`src/rtl/demux_1to4_stream_pkg.sv`:
```
`default_nettype none
// ============================================================================
// Module      : demux_1to4_stream_pkg
// Description : Shared constants, lock FSM state encoding and channel-mask
//               helper for the 1-to-4 stream demultiplexer.
// Revision    : 1.0 - initial release
// ============================================================================
package demux_1to4_stream_pkg;

  localparam int N_CH  = 4;
  localparam int SEL_W = 2;

  typedef enum logic {
    IDLE   = 1'b0,
    LOCKED = 1'b1
  } lock_state_t;

  // Channel index to one-hot channel mask
  function automatic logic [N_CH-1:0] ch_onehot(input logic [SEL_W-1:0] ch);
    logic [N_CH-1:0] mask;
    mask     = '0;
    mask[ch] = 1'b1;
    return mask;
  endfunction

endpackage
`default_nettype wire

```
`src/rtl/stream_hold_reg.sv`:
```
`default_nettype none
// ============================================================================
// Module      : stream_hold_reg
// Description : One-entry valid/ready holding register. Accepts a new beat
//               whenever it is empty or its current beat leaves in the same
//               cycle, giving one beat per cycle with a registered output.
// Revision    : 1.0 - initial release
// ============================================================================
module stream_hold_reg #(
  parameter int W = 8
) (
  input  logic         clk,
  input  logic         rst,
  input  logic [W-1:0] in_payload,
  input  logic         in_valid,
  output logic         in_ready,
  output logic [W-1:0] out_payload,
  output logic         out_valid,
  input  logic         out_ready
);

  logic         full;
  logic [W-1:0] payload;
  logic         push;

  // Room exists when empty, or when the held beat drains this cycle
  assign in_ready = !full || out_ready;
  assign push     = in_valid && in_ready;

  // Load on push; drop the full flag on a pop without a refill (payload left stale)
  always_ff @(posedge clk) begin
    if (rst) begin
      full    <= 1'b0;
      payload <= '0;
    end else if (push) begin
      full    <= 1'b1;
      payload <= in_payload;
    end else if (out_ready) begin
      full    <= 1'b0;
    end
  end

  assign out_payload = payload;
  assign out_valid   = full;

endmodule
`default_nettype wire

```
`src/rtl/demux_1to4_stream.sv`:
```
`default_nettype none
// ============================================================================
// Module      : demux_1to4_stream
// Description : Routes one valid/ready stream to one of four output channels
//               through a single registered stage, with a wrapping beat
//               counter per channel. Defining DEMUX_PKT_LOCK_EN compiles in a
//               packet lock that keeps every beat of a packet on the channel
//               selected by its first beat.
// Revision    : 1.0 - initial release
// ============================================================================
module demux_1to4_stream
  import demux_1to4_stream_pkg::*;
#(
  parameter int WIDTH = 8,
  parameter int CNT_W = 16
) (
  input  logic                  clk,
  input  logic                  rst,
  input  logic [WIDTH-1:0]      in_data,
  input  logic                  in_valid,
  input  logic                  in_last,
  output logic                  in_ready,
  input  logic [SEL_W-1:0]      sel,
  output logic [WIDTH-1:0]      out_data,
  output logic                  out_last,
  output logic [N_CH-1:0]       out_valid,
  input  logic [N_CH-1:0]       out_ready,
  output logic [N_CH*CNT_W-1:0] cnt
);

  localparam int PAY_W = SEL_W + 1 + WIDTH;

  logic [SEL_W-1:0] dest_next;
  logic [SEL_W-1:0] dest;
  logic [PAY_W-1:0] hold_payload;
  logic             hold_valid;
  logic             dest_ready;
  logic             push;
  logic             pop;

  assign push       = in_valid && in_ready;
  assign dest_ready = out_ready[dest];
  assign pop        = hold_valid && dest_ready;

  stream_hold_reg #(
    .W (PAY_W)
  ) u_hold (
    .clk         (clk),
    .rst         (rst),
    .in_payload  ({dest_next, in_last, in_data}),
    .in_valid    (in_valid),
    .in_ready    (in_ready),
    .out_payload (hold_payload),
    .out_valid   (hold_valid),
    .out_ready   (dest_ready)
  );

  assign dest      = hold_payload[PAY_W-1 -: SEL_W];
  assign out_last  = hold_payload[WIDTH];
  assign out_data  = hold_payload[WIDTH-1:0];
  assign out_valid = hold_valid ? ch_onehot(dest) : '0;

`ifdef DEMUX_PKT_LOCK_EN
  lock_state_t      state;
  logic [SEL_W-1:0] lock_ch;

  assign dest_next = (state == LOCKED) ? lock_ch : sel;

  // Packet lock: first beat of a multi-beat packet pins the channel until its last beat
  always_ff @(posedge clk) begin
    if (rst) begin
      state   <= IDLE;
      lock_ch <= '0;
    end else if (push) begin
      case (state)
        IDLE: begin
          if (!in_last) begin
            state   <= LOCKED;
            lock_ch <= sel;
          end
        end
        LOCKED: begin
          if (in_last) begin
            state <= IDLE;
          end
        end
        default: state <= IDLE;
      endcase
    end
  end
`else
  assign dest_next = sel;
`endif

  logic [CNT_W-1:0] cnt_q [N_CH];

  for (genvar k = 0; k < N_CH; k++) begin : g_cnt
    // Count beats delivered on channel k; wraps naturally at 2^CNT_W
    always_ff @(posedge clk) begin
      if (rst) begin
        cnt_q[k] <= '0;
      end else if (pop && (dest == SEL_W'(k))) begin
        cnt_q[k] <= cnt_q[k] + 1'b1;
      end
    end
    assign cnt[k*CNT_W +: CNT_W] = cnt_q[k];
  end

endmodule
`default_nettype wire

```
`config.mk`:
```
export PLATFORM = sky130hd
export DESIGN_NAME = demux_1to4_stream
export DESIGN_NICKNAME = d
export VERILOG_FILES = /design/src/rtl/demux_1to4_stream_pkg.sv /design/src/rtl/stream_hold_reg.sv /design/src/rtl/demux_1to4_stream.sv
export SDC_FILE = /design/constraint.sdc
export NUM_CORES = 1
export LEC_CHECK = 0
export ABC_AREA = 0
export CORE_ASPECT_RATIO = 1.75
export CORE_MARGIN = 4
export CORE_UTILIZATION = 45
export DETAILED_ROUTE_END_ITERATION = 6
export HOLD_SLACK_MARGIN = 0.06
export PLACE_DENSITY = 0.8
export SLEW_MARGIN = 20
export SYNTH_ARGS = -nofsm -noshare
export SYNTH_HDL_FRONTEND = slang
export SYNTH_HIERARCHICAL = 1
export SYNTH_SLANG_ARGS = --single-unit
```
`constraint.sdc`:
```
create_clock -name clk -period 1.7 [get_ports clk]
set_input_delay 0.17 -clock clk [delete_from_list [all_inputs] [get_ports clk]]
set_output_delay 0.17 -clock clk [all_outputs]
set_load 0.01 [all_outputs]
```
---- Word level (Yosys, flattened, before mapping) ----
Memories as Yosys holds them, arrays and structs flattened.
Cells that the tools add are included.
word-level totals
  output and inout port bits .............. 78
  word-level logic and storage cells ...... 52
  memories ................................ 1
  ROM bits ................................ 0
  bits of input ports ..................... 18
  bits in registers ....................... 12
  latch bits .............................. 0
  RAM bits ................................ 64
operators by class
  equal/unequal tests ..................... 3
  $add $sub $neg .......................... 4
  reductions and logical operators ........ 11
  divide/modulo/power cells ............... 0
  multiply operators ...................... 0
  muxes and demuxes ....................... 25
  order comparisons ....................... 2
  shifts and indexed selects .............. 0
  bitwise gates (word level) .............. 4
memories
  name   words  bits a word  read ports  clocked after Yosys merged registers in  wr ports  line                     RTL
  cnt_q  4      16           4           0                                        4         demux_1to4_stream.sv:95  logic [CNT_W-1:0] cnt_q [N_CH];
operators with widths
  kind                                                               count
  adder 16 x 1 -> 16 bit, second input constant                      4
  2-to-1 mux 16 bit                                                  4
  2-to-1 mux 1 bit                                                   18
  logical AND 1 bit                                                  7
  equality test 2 bit, second input constant                         2
  2-to-1 mux 4 bit                                                   1
  bitwise OR 1 bit                                                   4
  < comparator 2 x 3 -> 1 bit, second input constant                 1
  binary-select mux 1 bit (select 2 bit)                             1
  demux 1 bit (select 2 bit)                                         1
  equality test 2 x 1 -> 1 bit, second input constant                1
  greater-or-equal comparator 2 x 1 -> 1 bit, second input constant  1
  zero test 2 bit                                                    1
  nonzero test 2 bit                                                 1
  zero test 1 bit                                                    1
  logical OR 1 bit                                                   1

---- Longest topological paths before layout ----
Gate-level depths: netlist of run 1.
  word-level depth ........................ 8
  mapped depth ............................ 7
  gate-level depth less buffers ........... 5

---- Modules after synthesis ----
The synthesis of run 1 kept the hierarchy.
modules (own cells, without submodules)
  module             instances  seq. area each (µm²)  cells an instance  area an instance (µm²)
  demux_1to4_stream  1          1,921.8               315                3,512.1
  stream_hold_reg    1          240.2                 54                 550.5

---- Worst setup path before layout of run 1 ----
OpenSTA, ideal clock, no wires.
  path type ............................... register to register
  start point ............................. register u_hold.payload[9], in the netlist u_hold/out_payload[9]
  end point ............................... register u_hold.payload[9], in the netlist u_hold/out_payload[9]
  library setup time ...................... 70 ps
  data required time ...................... 1,630 ps
  clock period less this slack ............ 1,785 ps
  data arrival time ....................... 1,715 ps
  path slack .............................. -85 ps
  path buffers ............................ 3
  cell stages (with the launch flop) ...... 8
  cell sequence ........................... dfxtp_1 clkbuf_1 mux4_2 nand2b_4 buf_6 buf_6 a21bo_1 a21oi_2
on the way
  word-level cells in the longest chain between the ends .. 4
RTL lines
  what                                    line                     RTL
  from (decl)                             stream_hold_reg.sv:23    logic [W-1:0] payload;
  from (signal assigned)                  stream_hold_reg.sv:37    payload <= in_payload;
  binary-select mux 1 bit (select 2 bit)  demux_1to4_stream.sv:42  assign dest_ready = out_ready[dest];
  2-to-1 mux 1 bit (not written as such)  demux_1to4_stream.sv:42
  named net dest_ready                    demux_1to4_stream.sv:37  logic dest_ready;
  logical OR 1 bit                        stream_hold_reg.sv:27    assign in_ready = !full || out_ready;
  logical AND 1 bit                       stream_hold_reg.sv:28    assign push = in_valid && in_ready;
The timed path passes the listed nets, and every way through them passes these cells. The select of a mux whose other input is x is not followed.
A chain may end at the register's enable or synchronous reset.

---- Worst setup path after layout of run 1 ----
  start point ............................. register u_hold.payload[9], in the netlist u_hold/out_payload[9]
  end point ............................... output port in_ready
on the way
  word-level cells in the longest chain between the ends .. 3
RTL lines
  what                                    line                     RTL
  binary-select mux 1 bit (select 2 bit)  demux_1to4_stream.sv:42
  2-to-1 mux 1 bit (not written as such)  demux_1to4_stream.sv:42
  named net dest_ready                    demux_1to4_stream.sv:37
  logical OR 1 bit                        stream_hold_reg.sv:27
  to (decl)                               demux_1to4_stream.sv:22  output logic in_ready,
The timed path passes the listed nets, and every way through them passes these cells. The select of a mux whose other input is x is not followed.

==> results.py, run 1 <==
metrics = {
    "sta": {
        "rsz0062_at_grt": "false",
        "max_freq_mhz": 605,
        "slew_viol_final": 0,
        "max-slew-margin-rel_pct": 76.4,
        "finalCriticalPeriod_ns": 1.65,
        "worstMarginPinSlew_ns": 0.351,
        "setup_violations": 0,
        "finalHoldViolations": 0,
        "skew_ns": 0.00797,
        "period_share_pct": 97.2,
        "finalHoldWorstSlack_ns": 0.395,
    },
    "clock_tree": {
        "cts_buffers": 9,
        "clk_path_buf_depth": 2,
        "cts_tree": "built",
        "clk_latency_ns": 0.33,
        "post_cts_buffers": 0,
        "clkTransAtPathRegs_ns": 0.06,
        "h-tree-depth": 3,
        "ctsRootBufferMaster": "clkbuf_16",
        "clkSinkCount": 76,
    },
    "synth": {
        "yosysSeqAreaShare_pct": 53.2,
        "netlist_instances": 369,
        "synth_seq_cells": 76,
        "syn-num-nets": 391,
        "synth.cell_area_um2": 4060,
        "yosysWarnings": 6,
        "ys_types": 39,
        "avgSynthCellArea_um2": 11.0,
    },
    "drt": {
        "drc": 0,
        "wl_mm": 9.79,
        "vias": 3319,
        "wl_per_cell_um": 15.7,
        "viasPerCell": 5.34,
        "drt_iter0_markers": 104,
        "drt_first_pass_iters": 4,
        "ant_nets": 0,
    },
    "finish": {
        "stdcell_count": 622,
        "antenna_cells": 0,
        "fillers": 694,
        "post-route-util_pct": 66.8,
        "final_nets": 522,
        "layout-drive-gt1-share_pct": 18.4,
        "areaGrowthSynthToFinish_pct": 43.5,
    },
    "job": {
        "drv_cap": 0,
    },
    "worst_setup_path": {
        "cp.required_ns": 1.53,
        "cp-start-kind": "flop",
        "arrival_ns": 1.48,
        "critPathMaxFanout": 2,
        "cp-end-kind": "output port",
        "critPathKind": "flop to output port",
    },
    "power": {
        "p_switching_w": 0.00108,
        "internal-power_w": 0.00376,
        "leakage_nw": 2.01,
        "power.share.clock_pct": 43.0,
        "ir_worst_vdd_uv": 680,
        "switching_share_pct": 22.4,
        "combPwrFrac_pct": 11.5,
        "power_frac_seq_pct": 45.5,
        "p_per_area_nw_per_um2": 831,
    },
    "outcome": {
        "status": "complete, no violations",
    },
    "floorplanning": {
        "die_area_um2": 10700,
        "fp.dieH_um": 134,
        "row_count": 45,
        "design.core.area_um2": 8730,
        "pin_count": 96,
        "initial_core_util_pct": 46.6,
        "die_w_um": 79.8,
    },
    "grt": {
        "grt_use_total_pct": 19.6,
        "antenna_found_initial": 0,
        "grt_overflow": 0,
        "grt_max_degree": 24,
        "grt_pass1_wl_mm": 16.5,
        "grt_pass1_vias": 3367,
    },
    "place": {
        "io_buffers": 95,
        "hpwlAfterDp_mm": 7.28,
        "placed_cells": 606,
        "finalWeightedCongestion": 0.797,
    },
    "worst_hold_path": {
        "min_path_type": "primary input to flop",
    },
}
==> path summary, 6_finish.rpt <==
path,cells past startpoint,start,end,slack [ns]
hold / removal,3,sel[0],u_hold/out_payload[9]$_SDFFE_PP0P_,0.40
hold reg to reg,2,u_hold/out_payload[7]$_SDFFE_PP0P_,u_hold/out_payload[7]$_SDFFE_PP0P_,0.58
setup / recovery,3,u_hold/out_payload[9]$_SDFFE_PP0P_,in_ready,0.05
setup reg to reg,5,u_hold/out_payload[9]$_SDFFE_PP0P_,u_hold/out_payload[10]$_SDFFE_PP0P_,0.07
==> area by class of cell <==
class	instances	area, µm²	area share [%]
Clock buffer	14	328	5.62
Clock inverter	2	15.0	0.258
Inverter	11	41.3	0.708
Multi-Input combinational cell	271	1820	31.2
Sequential cell	76	2160	37.1
Tap cell	117	146	2.51
Timing Repair Buffer	131	1320	22.6
==> timing repair <==
item                                   4_1_cts  5_1_grt
setup endpoints to repair                    7        7
gates resized for setup                     11        5
hold buffers                                 0        0
endpoints found under the hold margin        0        0
==> critical path, stage by stage, from the launching register on <==
cell and delay (ns):
dfxtp_2 0.34, mux4_2 0.49, nand2b_4 0.17, buf_2 0.15
==> logic make-up after synthesis <==
family	count (synthesis)	share of synthesized area (%)
simple gates	175	24.4
flops	76	53.2
xor+xnor	48	10.3
compound gates	43	7.64
buf+inv	22	2.62
fa+ha+maj	4	1.23
mux	1	0.554
==> state kept, by name, indices dropped and copies added (netlist names) <==
name,cells
cnt_q,64
u_hold/out_valid,1
u_hold/out_payload,11
==> cell usage in the layout, fill, tap and decap left out, types with 6 or more instances in the layout <==
cell type / netlist / final
a21bo_1: 7 / 7
a21oi_1: 13 / 13
a21oi_2: 7 / 7
buf_12: 0 / 8
buf_4: 0 / 27
clkbuf_16: 0 / 12
clkdlybuf4s50_1: 0 / 90
dfxtp_1: 12 / 10
edfxtp_1: 64 / 64
inv_1: 11 / 11
nand2_1: 14 / 14
nand3_1: 32 / 32
nand4_1: 15 / 15
nor2_1: 55 / 54
nor3_1: 9 / 9
nor4_1: 9 / 6
nor4_2: 6 / 9
o21ai_0: 7 / 7
or3_1: 9 / 9
xnor2_1: 29 / 29
xor2_1: 19 / 19
==> metal layers <==
metal	share of wire (%)	GRT usage (%)	wire (µm)	vias to the layer above
li1	-	-	-	1624
met1	39	22.3	3770	1597
met2	55	34.9	5400	88
met3	4.8	5.28	474	10
met4	1.5	6.77	142	0
met5	0	0	0	-
==> cell usage after synthesis, drive strengths merged <==
cell type | instances | share of area, %
nor3 | 9 | 1.1
nand2b | 1 | 0.34
nand2 | 14 | 1.3
buf | 9 | 1.4
nand3 | 35 | 4.7
nand4 | 20 | 4.3
ha | 4 | 1.2
and4 | 3 | 0.68
xor2 | 19 | 4.1
a21oi | 20 | 3.1
nor2 | 58 | 5.5
a21bo | 11 | 2.7
o31ai | 1 | 0.18
inv | 11 | 1.0
xnor2 | 29 | 6.3
or4 | 1 | 0.18
edfxtp | 64 | 47
and2b | 1 | 0.18
mux4 | 1 | 0.55
clkbuf | 2 | 0.18
dfxtp | 12 | 5.9
a31o | 1 | 0.22
o21ai | 7 | 0.86
and3 | 6 | 0.95
nand4b | 1 | 0.22
nor4 | 15 | 3.2
a21o | 3 | 0.55
and2 | 2 | 0.31
or3 | 9 | 1.4
==> through the flow <==
step	setup WS, ns	setup TNS (ns)	power (W)	instance area (µm²)
after floorplan	0.0205	0	0.00247	4070
after global placement	-0.215	-2.03	0.00279	5470
after detailed placement	-0.247	-2.40	0.00280	5470
after CTS	0.0148	0	0.00489	5800
after global routing	0.00808	0	0.00503	5830
final	0.0469	0	0.00484	5830
==> power groups by stage <==
stage / sequential, W / combinational [W] / clock [W]
6_report: 0.00220 / 0.000557 / 0.00208
5_1_grt: 0.00222 / 0.000601 / 0.00221
4_1_cts: 0.00221 / 0.000560 / 0.00213
3_5_place_dp: 0.00224 / 0.000560 / 0
3_3_place_gp: 0.00224 / 0.000550 / 0
2_1_floorplan: 0.00227 / 0.000191 / 0
(Power assumes the default switching activity.)
==> inputs of run 2 (changes only) <==
--- a/config.mk
+++ b/config.mk
@@ -8,10 +8,10 @@
 export ABC_AREA = 0
 export CORE_ASPECT_RATIO = 1.75
 export CORE_MARGIN = 4
-export CORE_UTILIZATION = 45
+export CORE_UTILIZATION = 54
 export DETAILED_ROUTE_END_ITERATION = 6
 export HOLD_SLACK_MARGIN = 0.06
-export PLACE_DENSITY = 0.8
+export PLACE_DENSITY = 0.9
 export SLEW_MARGIN = 20
 export SYNTH_ARGS = -nofsm -noshare
 export SYNTH_HDL_FRONTEND = slang
==> constraint.sdc (replaced) <==
create_clock -name clk -period 2.1 [get_ports clk]
set_input_delay 0.21 -clock clk [delete_from_list [all_inputs] [get_ports clk]]
set_output_delay 0.21 -clock clk [all_outputs]
set_load 0.01 [all_outputs]
==> run 2 against run 1 <==
Net effect: count of clock-buffer cells in the layout shrank 2; critical endpoint is now out_valid[0]; cell area decreased by 6.4%; final cell count down 8.7%.
==> results.py, run 2 (synthesis gave the netlist of run 1 again) <==
metrics = {
    "outcome": {
        "status": "complete, no violations",
    },
    "power": {
        "combPwrFrac_pct": 10.8,
        "power_frac_seq_pct": 48.8,
        "p_switching_w": 0.000839,
        "switching_share_pct": 22.7,
        "internal-power_w": 0.00285,
        "p_per_area_nw_per_um2": 676,
        "ir_worst_vdd_uv": 631,
        "power.share.clock_pct": 40.4,
        "leakage_nw": 1.82,
    },
    "job": {
        "drv_cap": 0,
    },
    "sta": {
        "rsz0062_at_grt": "false",
        "max-slew-margin-rel_pct": 60.2,
        "slew_viol_final": 0,
        "worstMarginPinSlew_ns": 0.595,
        "finalCriticalPeriod_ns": 1.93,
        "finalHoldViolations": 0,
        "period_share_pct": 92.0,
        "skew_ns": 0.00484,
        "fin_tns_setup_ns": 0,
        "setup_violations": 0,
        "max_freq_mhz": 518,
    },
    "clock_tree": {
        "cts_buffers": 9,
        "clk_path_buf_depth": 2,
        "cts_tree": "built",
        "ctsRootBufferMaster": "clkbuf_16",
        "post_cts_buffers": 0,
        "clk_latency_ns": 0.33,
        "h-tree-depth": 3,
        "clkTransAtPathRegs_ns": 0.05,
        "clkSinkCount": 76,
    },
    "drt": {
        "wl_mm": 9.98,
        "viasPerCell": 5.79,
        "drt_first_pass_iters": 5,
        "wl_per_cell_um": 17.6,
        "drt_iter0_markers": 215,
        "drc": 0,
        "ant_nets": 0,
        "vias": 3288,
    },
    "worst_hold_path": {
        "holdPathStages": 3,
        "min_path_type": "primary input to flop",
        "worstHoldEndpoint": "u_hold/out_payload[10]$_SDFFE_PP0P_",
        "hold_path_startpoint": "sel[1]",
    },
    "worst_setup_path": {
        "critPathKind": "flop to output port",
        "critPathMaxFanout": 7,
        "arrival_ns": 1.72,
        "reg2regPathDepth": 5,
        "cp.required_ns": 1.89,
        "slowest_delay_ns": 0.56,
        "r2r-end": "cnt_q[0][14]$_SDFFCE_PN0P_",
        "crit_chain": "buf_4, nor2_1, and2_1, clkdlybuf4s50_1",
        "cp-start-kind": "flop",
        "r2r-start": "cnt_q[0][0]$_SDFFCE_PN0P_",
        "cp-end-kind": "output port",
        "slowest_stage": "clkdlybuf4s50_1",
        "reg2reg_slack_ns": 0.38,
    },
    "finish": {
        "areaGrowthSynthToFinish_pct": 34.2,
        "final_nets": 499,
        "final_area_um2": 5450,
        "layout_commonest_cell": "clkdlybuf4s50_1",
        "regMostFlops": "cnt_q",
        "antenna_cells": 0,
        "stdcell_count": 568,
        "fillers": 527,
        "layout-drive-gt1-share_pct": 12.9,
        "largest_reg_flops": 64,
        "final_cell_mix": "clkdlybuf4s50_1 (94), edfxtp_1 (64), nor2_1 (55)",
    },
    "floorplanning": {
        "die_w_um": 73.6,
        "design.core.area_um2": 7280,
        "die_area_um2": 9030,
        "initial_core_util_pct": 55.8,
        "row_count": 41,
        "pin_count": 96,
        "fp.dieH_um": 123,
    },
    "grt": {
        "grt_pass1_vias": 3409,
        "grt_overflow": 0,
        "antenna_found_initial": 0,
        "grt_use_total_pct": 23.9,
        "grt_max_degree": 24,
        "grt_pass1_wl_mm": 16.6,
    },
    "place": {
        "hpwlAfterDp_mm": 7.29,
        "place_area_um2": 5150,
        "finalWeightedCongestion": 0.865,
        "placed_cells": 552,
        "io_buffers": 95,
    },
}
-- run 2: changes by cell type in the layout (fill, tap and decap cells not counted), moves of 4 or more --
cell             change
dlygate4sd2_1        -4
clkinv_2             +4
buf_12               -8
buf_4               -14
clkdlybuf4s50_1      +4
-- run 2: cell type report --
type / instances / area, µm² / share of cell area (%)
tap: 86 / 108 / 1.97
sequential: 76 / 2160 / 39.6
multi-input combinational: 271 / 1790 / 32.9
timing repair buffer: 108 / 1050 / 19.3
clock inverter: 4 / 20.0 / 0.367
clock buffer: 12 / 278 / 5.09
inverter: 11 / 41.3 / 0.757
-- run 2: metrics by stage --
| stage | utilization (%) | setup WS, ns | hold slack (ns) | power, W |
|---|---|---|---|---|
| 2_1_floorplan | - | 0.315 | 0.279 | 0.00199 |
| 6_report | 74.9 | 0.168 | 0.445 | 0.00369 |
| 4_1_cts | 74.8 | 0.0377 | 0.433 | 0.00372 |
| 5_1_grt | 74.9 | 0.0608 | 0.466 | 0.00383 |
| 3_5_place_dp | 70.7 | 0.109 | 0.570 | 0.00223 |
| 3_3_place_gp | 70.7 | 0.111 | 0.560 | 0.00221 |
-- run 2: power groups by stage --
stage          Clock, W  Sequential [W]  Combinational [W]
2_1_floorplan         0         0.00184           0.000152
3_3_place_gp          0         0.00182           0.000388
3_5_place_dp          0         0.00183           0.000398
4_1_cts         0.00152         0.00180           0.000402
5_1_grt         0.00159         0.00181           0.000429
6_report        0.00149         0.00180           0.000398
-- run 2: worst max path at each step --
stage	startpoint	endpoint	cells past startpoint
floorplan	u_hold/out_payload[9]$_SDFFE_PP0P_	u_hold/out_payload[9]$_SDFFE_PP0P_	7
finish	u_hold/out_payload[9]$_SDFFE_PP0P_	out_valid[0]	4
detailed placement	out_ready[0]	in_ready	4
global route	u_hold/out_payload[9]$_SDFFE_PP0P_	out_valid[0]	4
global placement	out_ready[0]	in_ready	4
CTS	u_hold/out_payload[9]$_SDFFE_PP0P_	in_ready	3
-- run 2: repair_timing --
| action | in CTS | in global routing |
|---|---|---|
| resized for setup | 0 | 1 |
| hold buffers | 0 | 0 |
| setup endpoints to repair | 0 | 1 |
-- run 2: worst max-delay path: cells and delay by family, from the launching register on --
family                 cells  cell delay [ns]
DFF                        1             0.32
and+or+nand+nor            2             0.35
buffers and inverters      2             0.72
-- run 2: routing by layer --
metal	global-route usage [%]	vias up	wire length (µm)
li1	-	1574	-
met1	26.8	1593	3700
met2	41.3	93	5600
met3	5.66	28	374
met4	11.6	0	304
met5	0	-	0
==> inputs of run 3 (changes only) <==
--- a/config.mk
+++ b/config.mk
@@ -7,7 +7,6 @@
 export LEC_CHECK = 0
 export ABC_AREA = 0
 export CORE_ASPECT_RATIO = 1.75
-export CORE_MARGIN = 4
 export CORE_UTILIZATION = 54
 export DETAILED_ROUTE_END_ITERATION = 6
 export HOLD_SLACK_MARGIN = 0.06
==> run 3 against run 2 <==
Net effect: sequential share of layout area increased by 0.39 points; total power down 4.1%; die area fell by 13%; count of clock-buffer cells in the layout is 1 higher; fmax is 4.6% lower; critical endpoint is now in_ready; largest power group unchanged; highest routed layer unchanged.
==> results.py, run 3 (synthesis gave the netlist of run 1 again) <==
metrics = {
    "worst_setup_path": {
        "crit_family": "multiplexers",
        "cp.required_ns": 1.89,
        "cp-end-kind": "output port",
        "critPathKind": "flop to output port",
        "slowest_stage": "mux4_2",
        "critPathBufInv": 1,
        "cp-start-kind": "flop",
        "arrival_ns": 1.81,
        "slowest_delay_ns": 0.50,
        "crit_chain": "mux4_2, nand2b_4, clkdlybuf4s50_1",
        "critPathMaxFanout": 2,
    },
    "floorplanning": {
        "row_count": 41,
        "initial_core_util_pct": 56.2,
        "fp.dieH_um": 117,
        "pin_count": 96,
        "design.core.area_um2": 7230,
        "die_area_um2": 7890,
        "die_w_um": 67.6,
    },
    "sta": {
        "finalHoldViolations": 0,
        "finalCriticalPeriod_ns": 2.02,
        "skew_ns": 0.00813,
        "slew_viol_final": 0,
        "setup_violations": 0,
        "worstMarginPinSlew_ns": 0.622,
        "max_freq_mhz": 494,
        "fin_tns_setup_ns": 0,
        "period_share_pct": 96.4,
        "rsz0062_at_grt": "false",
        "max-slew-margin-rel_pct": 58.4,
    },
    "finish": {
        "antenna_cells": 0,
        "largest_reg_flops": 64,
        "regMostFlops": "cnt_q",
        "final_cell_mix": "clkdlybuf4s50_1 (95), edfxtp_1 (64), nor2_1 (55)",
        "final_nets": 498,
        "areaGrowthSynthToFinish_pct": 32.9,
        "post-route-util_pct": 74.7,
        "layout-drive-gt1-share_pct": 11.6,
        "layout_commonest_cell": "clkdlybuf4s50_1",
    },
    "place": {
        "io_buffers": 95,
        "hpwlAfterDp_mm": 6.88,
        "finalWeightedCongestion": 0.794,
    },
    "power": {
        "p_per_area_nw_per_um2": 655,
        "ir_worst_vdd_uv": 524,
        "leakage_nw": 1.79,
    },
    "drt": {
        "drt_iter0_markers": 213,
        "drt_first_pass_iters": 5,
        "viasPerCell": 5.89,
        "wl_mm": 9.53,
        "drc": 0,
        "ant_nets": 0,
        "vias": 3339,
        "wl_per_cell_um": 16.8,
    },
    "outcome": {
        "status": "complete, no violations",
    },
    "clock_tree": {
        "clk_latency_ns": 0.33,
        "cts_buffers": 9,
        "cts_resized": 0,
        "clkTransAtPathRegs_ns": 0.06,
        "post_cts_buffers": 0,
        "clkSinkCount": 76,
        "h-tree-depth": 3,
        "ctsRootBufferMaster": "clkbuf_16",
        "ctsHoldBuffers": 0,
        "clk_path_buf_depth": 2,
        "cts_tree": "built",
    },
    "grt": {
        "grt_max_degree": 24,
        "antenna_found_initial": 0,
        "grt_pass1_vias": 3224,
        "grt_pass1_wl_mm": 15.4,
        "grt_use_total_pct": 26.3,
        "grt_overflow": 0,
    },
    "worst_hold_path": {
        "min_path_type": "primary input to flop",
    },
    "job": {
        "drv_cap": 0,
    },
}
[run 3: cell types whose count changed in the layout (fill, tap and decap cells not counted), sizes merged]
cell / change
clkinv: -1
clkdlybuf4s50: +1
dlymetal6s2s: -1
clkbuf: +1
buf: -1
[run 3: path summary, 6_finish.rpt]
kind,startpoint,endpoint,slack [ns],cells past startpoint
max,u_hold/out_payload[9]$_SDFFE_PP0P_,in_ready,0.08,3
min,sel[0],u_hold/out_payload[9]$_SDFFE_PP0P_,0.46,3
max reg2reg,cnt_q[2][1]$_SDFFCE_PN0P_,cnt_q[2][12]$_SDFFCE_PN0P_,0.18,5
min reg2reg,u_hold/out_payload[7]$_SDFFE_PP0P_,u_hold/out_payload[7]$_SDFFE_PP0P_,0.57,2
[run 3: layout make-up]
class	count	area, µm²
Tap cell	86	108
Sequential cell	76	2160
Multi-Input combinational cell	271	1790
Clock buffer	13	240
Timing Repair Buffer	107	1040
Fill cell	500	1830
Inverter	11	41.3
Clock inverter	3	13.8
[run 3: worst min-delay path, stage by stage]
cell             delay, ns
clkdlybuf4s50_1       0.40
nand3_1               0.08
a21oi_2               0.05
[run 3: power by group]
| part | leakage [nW] | total, W | internal [W] | switching, W |
|---|---|---|---|---|
| logic | 0.900 | 0.000393 | 0.000217 | 0.000177 |
| clock network | 0.125 | 0.00135 | 0.000793 | 0.000552 |
| registers | 0.763 | 0.00180 | 0.00171 | 0.0000935 |
| total | 1.79 | 0.00354 | 0.00272 | 0.000823 |
[run 3: routing by layer]
metal	part of all wire [%]	track usage (%)	wire [µm]	vias to the layer above
li1	-	-	-	1573
met1	37	29.2	3520	1634
met2	55	45.7	5250	114
met3	5.7	6.45	541	18
met4	2.3	12.5	217	0
met5	0	0	0	-
[run 3: stage by stage]
step / cells / total power, W / cell area (µm²) / hold slack (ns) / setup slack [ns]
6_report: 567 / 0.00354 / 5400 / 0.456 / 0.0757
5_1_grt: 567 / 0.00366 / 5400 / 0.461 / 0.0215
4_1_cts: 567 / 0.00357 / 5400 / 0.448 / 0.0495
3_5_place_dp: 551 / 0.00222 / 5150 / 0.564 / 0.0768
3_3_place_gp: 551 / 0.00221 / 5150 / 0.562 / 0.103
2_1_floorplan: 369 / 0.00199 / 4060 / 0.279 / 0.315
